===== src/rtl/mul_err_pkg.sv =====
// Shared types and helpers for the approximate-multiplier error monitor.
package mul_err_pkg;

  typedef enum logic [1:0] {
    IDLE  = 2'd0,
    RUN   = 2'd1,
    DRAIN = 2'd2,
    DONE  = 2'd3
  } state_t;

  localparam int SUM_W_DEF = 40;

  // Error distance spans the zero-extended product plus the multiplier's carry-out bit.
  function automatic int ed_w(input int width);
    return 2 * width + 1;
  endfunction

endpackage


===== src/rtl/mul_err_acc.sv =====
// Accumulate stage: saturating ED sum, sample/error counters and running max ED.
// Argmax operand registers exist only when MUL_ERR_ARGMAX_EN is defined.
module mul_err_acc
  import mul_err_pkg::*;
#(
  parameter int WIDTH   = 8,
  parameter int NSAMP_W = 16,
  parameter int SUM_W   = SUM_W_DEF,
  localparam int ED_W   = ed_w(WIDTH)
) (
  input  logic               clk,
  input  logic               rst_n,
  input  logic               clear,
  input  logic               en,
  input  logic [ED_W-1:0]    ed,
`ifdef MUL_ERR_ARGMAX_EN
  input  logic [WIDTH-1:0]   op_in1,
  input  logic [WIDTH-1:0]   op_in2,
  output logic [WIDTH-1:0]   max_in1,
  output logic [WIDTH-1:0]   max_in2,
`endif
  output logic [NSAMP_W-1:0] sample_cnt,
  output logic [NSAMP_W-1:0] err_cnt,
  output logic [SUM_W-1:0]   ed_sum,
  output logic [ED_W-1:0]    ed_max
);

  logic [SUM_W:0] sum_ext;
  logic           ed_is_max;

  // One extra bit catches the carry so the sum can pin at all-ones instead of wrapping.
  assign sum_ext   = {1'b0, ed_sum} + (SUM_W + 1)'(ed);
  assign ed_is_max = ed > ed_max;

  always_ff @(posedge clk or negedge rst_n) begin
    if (!rst_n) begin
      sample_cnt <= '0;
      err_cnt    <= '0;
      ed_sum     <= '0;
      ed_max     <= '0;
    end else if (clear) begin
      sample_cnt <= '0;
      err_cnt    <= '0;
      ed_sum     <= '0;
      ed_max     <= '0;
    end else if (en) begin
      sample_cnt <= sample_cnt + NSAMP_W'(1);
      if (ed != '0) err_cnt <= err_cnt + NSAMP_W'(1);
      ed_sum <= sum_ext[SUM_W] ? '1 : sum_ext[SUM_W-1:0];
      if (ed_is_max) ed_max <= ed;
    end
  end

`ifdef MUL_ERR_ARGMAX_EN
  // Strict comparison keeps the operands of the first sample to reach the max.
  always_ff @(posedge clk or negedge rst_n) begin
    if (!rst_n) begin
      max_in1 <= '0;
      max_in2 <= '0;
    end else if (clear) begin
      max_in1 <= '0;
      max_in2 <= '0;
    end else if (en && ed_is_max) begin
      max_in1 <= op_in1;
      max_in2 <= op_in2;
    end
  end
`endif

endmodule


===== src/rtl/mul_err_monitor.sv =====
// Streaming error-statistics collector for the approximate Dadda multiplier.
// Optional argmax outputs (max_in1/max_in2) are enabled by defining MUL_ERR_ARGMAX_EN.
module mul_err_monitor
  import mul_err_pkg::*;
#(
  parameter int WIDTH   = 8,
  parameter int NSAMP_W = 16,
  parameter int SUM_W   = SUM_W_DEF,
  localparam int ED_W   = ed_w(WIDTH)
) (
  input  logic               clk,
  input  logic               rst_n,
  input  logic               start,
  input  logic [NSAMP_W-1:0] num_samples,
  input  logic               in_valid,
  output logic               in_ready,
  input  logic [WIDTH-1:0]   in1,
  input  logic [WIDTH-1:0]   in2,
  input  logic [ED_W-1:0]    approx,
  output logic               busy,
  output logic               done,
  output logic [NSAMP_W-1:0] sample_cnt,
  output logic [NSAMP_W-1:0] err_cnt,
  output logic [SUM_W-1:0]   ed_sum,
  output logic [ED_W-1:0]    ed_max
`ifdef MUL_ERR_ARGMAX_EN
  ,
  output logic [WIDTH-1:0]   max_in1,
  output logic [WIDTH-1:0]   max_in2
`endif
);

  state_t             state, state_next;
  logic [NSAMP_W-1:0] accepted;
  logic [NSAMP_W-1:0] n_lat;
  logic               start_ok;
  logic               hs;
  logic               last_hs;

  logic               s1_valid;
  logic [WIDTH-1:0]   s1_in1, s1_in2;
  logic [ED_W-1:0]    s1_approx;
  logic               s2_valid;
  logic [ED_W-1:0]    s2_ed;
`ifdef MUL_ERR_ARGMAX_EN
  logic [WIDTH-1:0]   s2_in1, s2_in2;
`endif

  logic [2*WIDTH-1:0] exact;
  logic [ED_W-1:0]    exact_ext;
  logic [ED_W-1:0]    ed_calc;

  assign start_ok = start && (state == IDLE || state == DONE);
  assign in_ready = (state == RUN) && (accepted < n_lat);
  assign hs       = in_valid && in_ready;
  assign last_hs  = hs && ((accepted + NSAMP_W'(1)) == n_lat);
  assign busy     = (state == RUN) || (state == DRAIN);
  assign done     = (state == DONE);

  always_ff @(posedge clk or negedge rst_n) begin
    if (!rst_n) state <= IDLE;
    else        state <= state_next;
  end

  // In DRAIN no new samples enter, so S2 holding data with S1 empty means the last sample.
  always_comb begin
    state_next = state;
    case (state)
      IDLE, DONE: if (start) state_next = (num_samples == '0) ? DONE : RUN;
      RUN:        if (last_hs) state_next = DRAIN;
      DRAIN:      if (s2_valid && !s1_valid) state_next = DONE;
      default:    state_next = IDLE;
    endcase
  end

  always_ff @(posedge clk or negedge rst_n) begin
    if (!rst_n) begin
      accepted <= '0;
      n_lat    <= '0;
    end else if (start_ok) begin
      accepted <= '0;
      n_lat    <= num_samples;
    end else if (hs) begin
      accepted <= accepted + NSAMP_W'(1);
    end
  end

  always_ff @(posedge clk or negedge rst_n) begin
    if (!rst_n) begin
      s1_valid  <= 1'b0;
      s1_in1    <= '0;
      s1_in2    <= '0;
      s1_approx <= '0;
    end else begin
      s1_valid <= hs && !start_ok;
      if (hs) begin
        s1_in1    <= in1;
        s1_in2    <= in2;
        s1_approx <= approx;
      end
    end
  end

  assign exact     = {{WIDTH{1'b0}}, s1_in1} * {{WIDTH{1'b0}}, s1_in2};
  assign exact_ext = {1'b0, exact};
  assign ed_calc   = (exact_ext >= s1_approx) ? (exact_ext - s1_approx)
                                              : (s1_approx - exact_ext);

  always_ff @(posedge clk or negedge rst_n) begin
    if (!rst_n) begin
      s2_valid <= 1'b0;
      s2_ed    <= '0;
    end else begin
      s2_valid <= s1_valid && !start_ok;
      if (s1_valid) s2_ed <= ed_calc;
    end
  end

`ifdef MUL_ERR_ARGMAX_EN
  always_ff @(posedge clk or negedge rst_n) begin
    if (!rst_n) begin
      s2_in1 <= '0;
      s2_in2 <= '0;
    end else if (s1_valid) begin
      s2_in1 <= s1_in1;
      s2_in2 <= s1_in2;
    end
  end
`endif

  mul_err_acc #(
    .WIDTH   (WIDTH),
    .NSAMP_W (NSAMP_W),
    .SUM_W   (SUM_W)
  ) u_acc (
    .clk        (clk),
    .rst_n      (rst_n),
    .clear      (start_ok),
    .en         (s2_valid),
    .ed         (s2_ed),
`ifdef MUL_ERR_ARGMAX_EN
    .op_in1     (s2_in1),
    .op_in2     (s2_in2),
    .max_in1    (max_in1),
    .max_in2    (max_in2),
`endif
    .sample_cnt (sample_cnt),
    .err_cnt    (err_cnt),
    .ed_sum     (ed_sum),
    .ed_max     (ed_max)
  );

endmodule


===== config.mk =====
export PLATFORM = sky130hd
export DESIGN_NAME = mul_err_monitor
export DESIGN_NICKNAME = d
export VERILOG_FILES = /design/src/rtl/mul_err_pkg.sv /design/src/rtl/mul_err_acc.sv /design/src/rtl/mul_err_monitor.sv
export SDC_FILE = /design/constraint.sdc
export NUM_CORES = 1
export LEC_CHECK = 0
export BUFFER_PORTS_ARGS = -buffer_cell sky130_fd_sc_hd__buf_2
export CORE_MARGIN = 3
export CORE_UTILIZATION = 56
export CTS_BUF_LIST = sky130_fd_sc_hd__clkbuf_2 sky130_fd_sc_hd__clkbuf_4 sky130_fd_sc_hd__clkbuf_8
export DETAILED_ROUTE_END_ITERATION = 10
export PLACE_DENSITY_LB_ADDON = 0.1
export SETUP_SLACK_MARGIN = 0.15
export SLEW_MARGIN = 20
export SYNTH_ARGS = -nofsm -noshare
export SYNTH_HDL_FRONTEND = slang
export SYNTH_HIERARCHICAL = 1
export SYNTH_SLANG_ARGS = --single-unit

===== constraint.sdc =====
create_clock -name clk -period 5.55 [get_ports clk]
set_input_delay 1.11 -clock clk [delete_from_list [all_inputs] [get_ports clk]]
set_output_delay 1.11 -clock clk [all_outputs]
set_load 0.005 [all_outputs]

==> out/metrics.csv <==
metric;value;unit
status;finished, violations left;
violations;setup timing;
wl;33.23;mm
htreeDepth;4;
clkSinkCount;175;
drive_gt1_share;23.73;%
core;23540;sq um
ys_ff_latch;175;
chipWidth;161.0;microns
path_max_fanout;8;
final_cell_area;15870;sq um
drtIter0Drc;836;
path_clk_slew;0.11;ns
place_congestion;0.9270;
maxSlewHeadroom;31.80;%
synth.yosys.seq_area_share;32.56;%
max_freq;164.7;MHz
skew;0.02538;ns
syn_nets;1698;
dpl_cell_area;15180;sq um
period_needed;6.071;ns
setup_viol;16;
viasPerCell;5.614;
syn_area;13450;sq um
port_buffers;144;
synth_cells;1481;
nets;1916;
grt_pass1_vias;11280;
cts_buffers;17;
vias;11400;
firstDrtPassIters;5;
yosysWarnings;6;
path_buf_inv;3;
die_h;161.0;microns
syn_to_final_growth;18.01;%
maxSlewViolCount;0;
worstPathArrival;6.41;ns
cts_tree;built;
synth_flop_cell;dfrtp_1;
cp.required;5.89;ns
setup_slack;-0.5210;ns
ant_nets;0;
antenna_found_initial;1;
worstSkewPairLatency;0.47;ns
finalHoldViolations;0;
maxCapViolations;0;
dp_hpwl;25.32;mm
max_stage_delay;0.49;ns
fin_crit_sh;109.4;%
antenna_cells;0;
start_kind;register;
cpMaxStageDelayCell;fa_1;
drcViolationCount;0;
grt_overflow_total;0;
num_io_pins;145;
wl_per_cell;16.37;microns
final_common_cell;dfrtp_1;
synth-async-reset-ratio;100.0;%
mostFrequentLayoutCells;dfrtp_1, buf_2, inv_1, nor2_1, ha_1;
syn_avg_cell_area;9.081;sq um
num_rows;56;
grt_use_total;26.16;%
setup_tns;-7.207;ns
grt_pass1_wl;56.03;mm
crit_path_end_kind;register;
grt_max_degree;100;
clock_path_buffers;2;
synth_cell_types;75;
crit_family;adder cells;
start_util;57.13;%
tightest_slew;1.023;ns
worstSetupPathType;register to register;
cts_root_buffer;clkbuf_8;
worstHoldPathType;register to register;
grt_setup_unrepaired;true;
pre_cts_slack;-0.9302;ns
die_area;25910;sq um
synth_edf_count;0;
==> flip-flops by register name (all words and copies together) (netlist names) <==
register,cells
accepted,16
n_lat,16
s1_approx,17
s1_in1,8
s1_in2,8
s1_valid,1
s2_ed,17
s2_valid,1
state,2
u_acc/ed_max,17
u_acc/ed_sum,40
u_acc/err_cnt,16
u_acc/sample_cnt,16
==> layout make-up <==
cell class,instances,area [sq um]
Clock buffer,17,234.0
Clock inverter,14,146.4
Tap cell,319,399.1
Fill cell,2042,7671
Timing Repair Buffer,256,1598
Multi-Input combinational cell,1112,8588
Sequential cell,175,4389
Inverter,137,516.7
==> metal layers <==
layer | GRT usage [%] | share of wire, % | up-vias
met3 | 3.257 | 3.6 | 63
met4 | 6.961 | 2.3 | 2
li1 | - | - | 5580
met5 | 0 | 0.021 | -
met1 | 35.81 | 46 | 5480
met2 | 44.34 | 48 | 272
==> cells in the mapped netlist, types with 3 or more instances <==
master     number  area, sq um
o21a_1          8        60.06
buf_2          17        85.08
a311oi_1        6        52.55
nand4_1        32        200.2
o21bai_1        4        30.03
ha_1          125         1564
nand2b_1        3        18.77
nand3b_1        4        30.03
xnor2_1        45        394.1
or3_1          11        68.82
nand3_1        22        110.1
clkbuf_1       29        108.9
nor2b_1        11        68.82
o2111ai_1       5        43.79
nor4_1         11        68.82
nand2_1       115        431.7
mux2i_1        37        370.4
fa_1           39        780.8
a21oi_1        80        400.4
and3_1         26        162.7
buf_1           4        15.01
a41oi_1         4        35.03
and4_1         15        131.4
dfrtp_1       175         4379
nor2_1        129        484.2
a211oi_1       25        187.7
mux2_2         23        259.0
o211ai_1       13        97.59
o31ai_1         4        30.03
buf_6           5        56.30
a31o_2          5        43.79
and2_1         65        406.6
a21o_1         30        225.2
nor3_1         24        120.1
a31oi_1        18        112.6
o22ai_1         4        25.02
o21ai_0        64        320.3
or4_1           3        22.52
or2_2           5        31.28
xor2_1         47        411.6
inv_1         137        514.2
nor3_2         10        100.1
==> worst paths after layout <==
kind | to | from | slack [ns] | depth (start not counted)
worst max-delay path | s2_ed[2]$_DFFE_PN0P_ | s1_in2[4]$_DFFE_PN0P_ | -0.52 | 26
worst min-delay path | n_lat[0]$_DFFE_PN0P_ | n_lat[0]$_DFFE_PN0P_ | 0.49 | 2
worst min register to register | n_lat[0]$_DFFE_PN0P_ | n_lat[0]$_DFFE_PN0P_ | 0.49 | 2
max in group asynchronous | s1_in1[2]$_DFFE_PN0P_ | rst_n | 3.68 | 2
min in group asynchronous | u_acc/ed_max[11]$_DFFE_PN0P_ | rst_n | 0.68 | 1
worst max register to register | s2_ed[2]$_DFFE_PN0P_ | s1_in2[4]$_DFFE_PN0P_ | -0.52 | 26
==> tightest hold or removal path, stage by stage, from the launching register on <==
cell and delay [ns]:
dfrtp_1 0.36, nand2_1 0.05, nand2_1 0.06
==> through the flow <==
stage / hold WS (ns) / instances / utilization, %
floorplan: 0.4496 / 1481 / -
global placement: 0.4646 / 1989 / 64.50
detailed placement: 0.4706 / 1989 / 64.50
CTS: 0.4971 / 2027 / 66.87
global route: 0.5165 / 2030 / 67.42
finish: 0.4929 / 2030 / 67.42
==> logic make-up after synthesis <==
kind of cell | synth area share (%)
AOI/OAI and AO/OA | 14.43
xor gates and xnor gates | 5.991
buffers and inverters | 5.926
and+or+nand+nor | 18.90
adders and majority gates | 17.51
DFF | 32.56
muxes | 4.680
==> what timing repair did <==
action	in CTS	in global routing
buffers inserted	6	2
hold buffers	0	0
pin swaps	35	17
resized for setup	31	23
cloned	1	0
setup endpoints to repair	16	16
Power is left out: the tool's default activity adds up to more than one toggle a clock period on the data nets, which glitch-free logic cannot reach.
